$ cat src/rtl/ble_buf_arbiter.sv
// Single-port packet buffer arbiter: one SRAM word access per cycle shared between
// the AHB data slicer and the PHY baseband, replaying AHB accesses that lose a conflict.
module ble_buf_arbiter #(
    parameter int AW    = 8,
    parameter int CNT_W = 16
) (
    input  logic             clk,
    input  logic             reset,
    input  logic             ahb_wr_en,
    input  logic             ahb_rd_en,
    input  logic [AW-1:0]    ahb_addr,
    input  logic [31:0]      ahb_wdata,
    output logic [31:0]      ahb_rdata,
    output logic             ahb_stall,
    input  logic             phy_req,
    input  logic             phy_we,
    input  logic [AW-1:0]    phy_addr,
    input  logic [31:0]      phy_wdata,
    input  logic             phy_prio,
    output logic             phy_gnt,
    output logic             phy_rvalid,
    output logic [31:0]      phy_rdata,
    output logic             mem_en,
    output logic             mem_we,
    output logic [AW-1:0]    mem_addr,
    output logic [31:0]      mem_wdata,
    input  logic [31:0]      mem_rdata,
    output logic [CNT_W-1:0] conflict_cnt
);

    localparam logic [0:0] ST_RUN    = 1'b0;
    localparam logic [0:0] ST_REPLAY = 1'b1;
    localparam logic       OWN_AHB   = 1'b0;
    localparam logic       OWN_PHY   = 1'b1;
    localparam logic [1:0] SRC_NONE  = 2'd0;
    localparam logic [1:0] SRC_AHB   = 2'd1;
    localparam logic [1:0] SRC_PHY   = 2'd2;
    localparam logic [1:0] SRC_PEND  = 2'd3;
    localparam logic [CNT_W-1:0] CNT_ONE = {{(CNT_W-1){1'b0}}, 1'b1};

    logic [0:0]       state_q, state_d;
    logic             last_owner_q, last_owner_d;
    logic             pend_we_q, pend_we_d;
    logic [AW-1:0]    pend_addr_q, pend_addr_d;
    logic [31:0]      pend_wdata_q, pend_wdata_d;
    logic [CNT_W-1:0] cnt_q, cnt_d;
    logic             ahb_ret_q, ahb_ret_d;
    logic             phy_ret_q, phy_ret_d;
    logic [31:0]      hold_q, hold_d;
    logic [1:0]       src;
    logic             ahb_req;
    logic             phy_req_v;

    // Requests are masked while reset is held so no SRAM access leaks out during reset.
    assign ahb_stall = (state_q == ST_REPLAY);
    assign ahb_req   = (ahb_wr_en | ahb_rd_en) & ~ahb_stall & reset;
    assign phy_req_v = phy_req & reset;

    always_comb begin
        src          = SRC_NONE;
        state_d      = state_q;
        pend_we_d    = pend_we_q;
        pend_addr_d  = pend_addr_q;
        pend_wdata_d = pend_wdata_q;
        cnt_d        = cnt_q;
        if (state_q == ST_REPLAY) begin
            src     = SRC_PEND;
            state_d = ST_RUN;
        end else if (ahb_req && phy_req_v) begin
            if (phy_prio || (last_owner_q == OWN_AHB)) begin
                src          = SRC_PHY;
                pend_we_d    = ahb_wr_en;
                pend_addr_d  = ahb_addr;
                pend_wdata_d = ahb_wdata;
                cnt_d        = (cnt_q == {CNT_W{1'b1}}) ? cnt_q : cnt_q + CNT_ONE;
                state_d      = ST_REPLAY;
            end else begin
                src = SRC_AHB;
            end
        end else if (ahb_req) begin
            src = SRC_AHB;
        end else if (phy_req_v) begin
            src = SRC_PHY;
        end
    end

    always_comb begin
        mem_en       = 1'b0;
        mem_we       = 1'b0;
        mem_addr     = '0;
        mem_wdata    = '0;
        phy_gnt      = 1'b0;
        ahb_ret_d    = 1'b0;
        phy_ret_d    = 1'b0;
        last_owner_d = last_owner_q;
        hold_d       = ahb_ret_q ? mem_rdata : hold_q;
        case (src)
            SRC_AHB: begin
                mem_en       = 1'b1;
                mem_we       = ahb_wr_en;
                mem_addr     = ahb_addr;
                mem_wdata    = ahb_wdata;
                ahb_ret_d    = ~ahb_wr_en;
                last_owner_d = OWN_AHB;
            end
            SRC_PHY: begin
                mem_en       = 1'b1;
                mem_we       = phy_we;
                mem_addr     = phy_addr;
                mem_wdata    = phy_wdata;
                phy_gnt      = 1'b1;
                phy_ret_d    = ~phy_we;
                last_owner_d = OWN_PHY;
            end
            SRC_PEND: begin
                mem_en       = 1'b1;
                mem_we       = pend_we_q;
                mem_addr     = pend_addr_q;
                mem_wdata    = pend_wdata_q;
                ahb_ret_d    = ~pend_we_q;
                last_owner_d = OWN_AHB;
            end
            default: ;
        endcase
    end

    always_ff @(posedge clk or negedge reset) begin
        if (!reset) begin
            state_q      <= ST_RUN;
            last_owner_q <= OWN_AHB;
            pend_we_q    <= 1'b0;
            pend_addr_q  <= '0;
            pend_wdata_q <= '0;
            cnt_q        <= '0;
            ahb_ret_q    <= 1'b0;
            phy_ret_q    <= 1'b0;
            hold_q       <= '0;
        end else begin
            state_q      <= state_d;
            last_owner_q <= last_owner_d;
            pend_we_q    <= pend_we_d;
            pend_addr_q  <= pend_addr_d;
            pend_wdata_q <= pend_wdata_d;
            cnt_q        <= cnt_d;
            ahb_ret_q    <= ahb_ret_d;
            phy_ret_q    <= phy_ret_d;
            hold_q       <= hold_d;
        end
    end

    assign ahb_rdata    = ahb_ret_q ? mem_rdata : hold_q;
    assign phy_rvalid   = phy_ret_q;
    assign phy_rdata    = phy_ret_q ? mem_rdata : 32'h0;
    assign conflict_cnt = cnt_q;

endmodule

$ cat config.mk
export PLATFORM = sky130hd
export DESIGN_NAME = ble_buf_arbiter
export DESIGN_NICKNAME = d
export VERILOG_FILES = /design/src/rtl/ble_buf_arbiter.sv
export SDC_FILE = /design/constraint.sdc
export NUM_CORES = 1
export LEC_CHECK = 0
export CORE_ASPECT_RATIO = 0.5
export CORE_MARGIN = 4
export CORE_UTILIZATION = 40
export CTS_CLUSTER_DIAMETER = 120
export DETAILED_ROUTE_END_ITERATION = 10
export GPL_TIMING_DRIVEN = 0
export PLACE_DENSITY = 0.81
export SYNTH_ARGS = -nofsm -noshare
export SYNTH_HDL_FRONTEND = slang
export SYNTH_SLANG_ARGS = --single-unit
$ cat constraint.sdc
create_clock -name clk -period 5.2 [get_ports clk]
set_clock_uncertainty 0.1 [all_clocks]
set_input_delay 1.3 -clock clk [delete_from_list [all_inputs] [get_ports clk]]
set_output_delay 1.3 -clock clk [all_outputs]
set_load 0.02 [all_outputs]
After elaboration in Yosys (flattened, before gate mapping). Cells that the tools add are included.

Input port bits: 119. Output and inout port bits: 125. Logic and storage cells: 49. Register bits: 93.

Reduce and logical (&&, ||, !) cells: 7. Multiplexer cells: 18. Bitwise gates (word level): 10. Equal/unequal tests: 4. $add $sub $neg: 1.

Operators with widths (count): 32-bit case mux with 3 select lines (1); 32-bit 2-to-1 mux (2); 8-bit case mux with 3 select lines (1); 16-bit by 1-bit adder with 16-bit output, second input constant (1); 16-bit equality test, second input constant (1); 2-bit 2-to-1 mux (5); 1-bit 2-to-1 mux (6); 1-bit inverter (6); 2-bit equality test, second input constant (2); 1-bit case mux with 2 select lines (2); 4-bit AND reduction (1); 1-bit AND (3); 1-bit case mux with 3 select lines (1); 3-bit AND reduction (1); 3-bit OR reduction (1); 2-bit by 1-bit equality test with 1-bit output, second input constant (1); 2-bit nonzero test (1); 2-bit OR reduction (1); 1-bit logical AND (1); 1-bit logical OR (1); 1-bit OR (1).

Depth between registers and ports, before layout.
Depth in word-level cells: 9. Depth in mapped cells: 6. Mapped depth without buffers: 5.

Worst setup path before layout. No wires, ideal clock.

Kind: in2out. From: input port phy_prio. To: output port mem_addr[3]. Stages on the path: 5. Path slack: 1.278 ns. Path buffers: 1. Data arrival time: 2.522 ns. Cells stage by stage: nand2b_1 -> a21oi_2 -> buf_4 -> mux2i_1 -> o21ai_0.

Word-level cells in the longest chain between the ends: 6. Elaborated cells on any way between the ends: 8. Those cells by class: eq/ne (3); mux (4); reduce/logical (1).

Ends and longest elaborated chain: from (decl) (line 19) `input logic phy_prio,`; 1-bit logical OR (*) (line 70) `if (phy_prio || (last_owner_q == OWN_AHB)) begin`; 2-bit 2-to-1 mux (*) (line 70); 2-bit 2-to-1 mux (*) (line 69) `end else if (ahb_req && phy_req_v) begin`; 2-bit 2-to-1 mux (*) (line 66) `if (state_q == ST_REPLAY) begin`; 2-bit equality test / 2-bit by 1-bit equality test with 1-bit output (equally long branches) (line 97) `case (src)`; 8-bit case mux with 3 select lines (*) (line 97); to (decl) (line 25) `output logic [AW-1:0] mem_addr,`.

Every way passes the cells marked *; elsewhere a longest branch is shown, timed or not.

Final worst setup path.
From: input port ahb_wr_en. To: output port mem_addr[6].

Word-level cells in the longest chain between the ends: 8. Elaborated cells on any way between the ends: 11. Those cells by class: eq/ne (3); mux (4); bitwise (3); reduce/logical (1).

Ends and longest elaborated chain: from (decl) (line 9) `input logic ahb_wr_en,`; 1-bit OR (*) (line 56) `assign ahb_req = (ahb_wr_en | ahb_rd_en) & ~ahb_stall & reset;`; 1-bit AND (*) (2 in series) (line 56); 2-bit 2-to-1 mux / 1-bit logical AND (equally long branches) (line 80, 69); 2-bit 2-to-1 mux (*) (line 69); 2-bit 2-to-1 mux (*) (line 66); 2-bit equality test / 2-bit by 1-bit equality test with 1-bit output (equally long branches) (line 97); 8-bit case mux with 3 select lines (*) (line 97).

Marked as above.

==> impl_metrics.ini <==
[clock_network]
clk_latency_ns = 0.33
clock-root-buffer = clkbuf_16
cts.path.max_buffers = 2
postCtsHoldBufs = 0
cts_buffers = 9
path_clk_slew_ns = 0.06
cts.sinks = 93
cts_tree = yes
cts_max_level = 3
postCtsResizedCells = 0
cts_setup_buffers = 0

[die]
die_y_um = 84.4
initial_core_util = 0.417
rows = 27
core-area_um2 = 11200
die_area_um2 = 13600
die_x_um = 161
io_pins = 244

[finish]
syn2layout_area_growth_pct = 63.6
drive_gt1_frac = 0.180
nNetsFinal = 764
final_common_cell = clkdlybuf4s50_1
final_cell_count_no_fill = 808
antenna_cells = 0
layout_common_cells = 242 x clkdlybuf4s50_1, 93 x dfrtp_1, 73 x mux2_2

[critical_path]
crit_type = in -> out
startpoint_type = primary input
critPathMaxStageDelay_ns = 0.58
path_delay_family = buffers and inverters
critPathBufInv = 4
timing.rr.start = conflict_cnt[0]
r2r_cells = 6
worstSetupPathDepth = 7
crit_path_end_kind = output port
critPathMostFrequentCell = clkdlybuf4s50_1
cp_max_fo = 10
startpoint = ahb_wr_en
ff2ff_setup_slack_ns = 3.21
endpoint = mem_addr[6]
crit_slowest_cell = clkdlybuf4s50_1
cp.required_ns = 3.80
crit_chain = clkdlybuf4s50_1 > nor2_1 > o211a_1 > clkbuf_1 > a222oi_1 > inv_1 > clkdlybuf4s50_1
arrival_ns = 3.58
rr_endpoint = conflict_cnt[5]

[placement]
dp_hpwl_um = 11200
place_ws_ns = 0.0612
dp_cells = 792
place_congestion = 0.795
portBuffers = 243

[global_routing]
grt_usage = 0.209
grt_antenna_before_repair = 0
grt_max_degree = 56
grt_pass1_wl_um = 22900
grt_pass1_vias = 4166
grt_overflow = 0

[detailed_routing]
drt_pass1_iterations = 7
ant_nets = 0
viasPerCell = 5.13
drtIter0Drc = 357
detail_route.wl_per_cell_um = 18.0
vias = 4147
drc = 0
routed_wl_um = 14600

[logic_synthesis]
yosysTopAreaCell = dfrtp_1
synth-simple-area-share = 0.127
ys_seq_area_frac = 0.499
syn-num-nets = 509
synth_xor_area_frac = 0.0282
syn_inst = 389
synth_flop_cell = dfrtp_1
synth_compound_area_frac = 0.0871
synthAdderAreaFrac = 0.00268
netlist.area_leader.share = 0.499
synth_top_family_by_area = multiplexers
yosys_warnings = 0
ys_ff_latch = 93
synthTopCellsByArea = dfrtp_1 50%, mux2_2 18%, a222oi_1 6.4%, and2_1 4.3%, xor2_1 2.8%
syn_area_um2 = 4670
muxShareOfSynthArea = 0.202
synth_area_per_cell_um2 = 12.0
synth_cell_types = 39
synth_enable_flop_cells = 0
ys_async_sr_fraction = 1.00

[worst_hold_path]
min_path_cells = 1
hp-class = reg -> reg

[sta]
setup_slack_ns = 0.217
slew_viol_final = 0
hold_viol_final = 0
slew_headroom = 0.610
tightest_slew_ns = 0.585
rsz0062_at_grt = no
setup_viol = 0
period_needed_ns = 4.98
period_share = 0.958
max_freq_mhz = 201

[power_and_ir_drop]
leakage_nw = 3.25
peakVddDrop_v = 0.000253
powerDensity_nw_per_um2 = 349

[flow_run]
cap_violations = 0

[outcome]
outcome = complete, no violations
[layer usage]
layer | track usage | up-vias | share of wire
met1 | 0.260 | 2074 | 0.41
li1 | - | 1917 | -
met2 | 0.382 | 142 | 0.52
met5 | 0 | - | 0
met3 | 0.0402 | 14 | 0.052
met4 | 0.0426 | 0 | 0.014
[worst min path at each step]
stage | slack [ns] | endpoint | start
2_1_floorplan | 0.34 | ahb_ret_q | pend_we_q
4_1_cts | 0.38 | ahb_ret_q | pend_we_q
3_5_place_dp | 0.37 | ahb_ret_q | pend_we_q
3_3_place_gp | 0.36 | ahb_ret_q | pend_we_q
5_1_grt | 0.41 | hold_q[5] | hold_q[5]
6_report | 0.38 | ahb_ret_q | pend_we_q
[area by class of cell]
cell class              count  area, um2
plain buffers              27        138
clock buffers              11        243
clock inverters             5       60.1
fillers                   849       3550
inverters                  32        120
multi-input cells         237       2090
flip-flops and latches     93       2330
well taps                 159        199
repair buffers            244       2460
[stage by stage]
stage / TNS (ns) / hold slack (ns) / power [mW] / util / area, um2
after floorplan: 0 / 0.340 / 1.51 / - / 4670
after CTS: 0 / 0.382 / 2.68 / 0.682 / 7630
after global routing: 0 / 0.406 / 2.80 / 0.683 / 7630
final: 0 / 0.381 / 2.67 / 0.683 / 7630
after detailed placement: 0 / 0.374 / 2.02 / 0.655 / 7320
after global placement: -312.98 / 0.364 / 1.99 / 0.653 / 7300
[cell usage after synthesis (3+ instances only)]
master and instances:
dfrtp_1 93, mux2_2 73, and2_1 32, inv_1 32, a222oi_1 30, nand2_1 16
clkbuf_1 15, xor2_1 15, mux2i_1 11, o21ai_0 10, buf_4 6, nand3_1 6
nor4_2 6, o21ai_1 5, nor2_1 4, buf_1 3, nand4_1 3, nor3_1 3
[registers in the layout, indices dropped and copies added, names as in the netlist]
| name | cells |
|---|---|
| ahb_stall | 1 |
| last_owner_q | 1 |
| pend_we_q | 1 |
| ahb_ret_q | 1 |
| conflict_cnt | 16 |
| pend_addr_q | 8 |
| pend_wdata_q | 32 |
| phy_rvalid | 1 |
| hold_q | 32 |
[where the power goes]
group / internal, mW / switching, mW
logic: 0.531 / 0.463
registers: 0.912 / 0.0946
clock network: 0.386 / 0.280
[kinds of logic (layout without fill, tap and decap cells)]
family	Yosys count	in the layout
AOI/OAI and AO/OA	49	49
xor gates and xnor gates	15	15
adders and majority gates	1	1
buffers and inverters	59	319
DFF	93	93
muxes	85	85
and+or+nand+nor	87	87
Note: power is estimated with default switching activity, not from simulation.
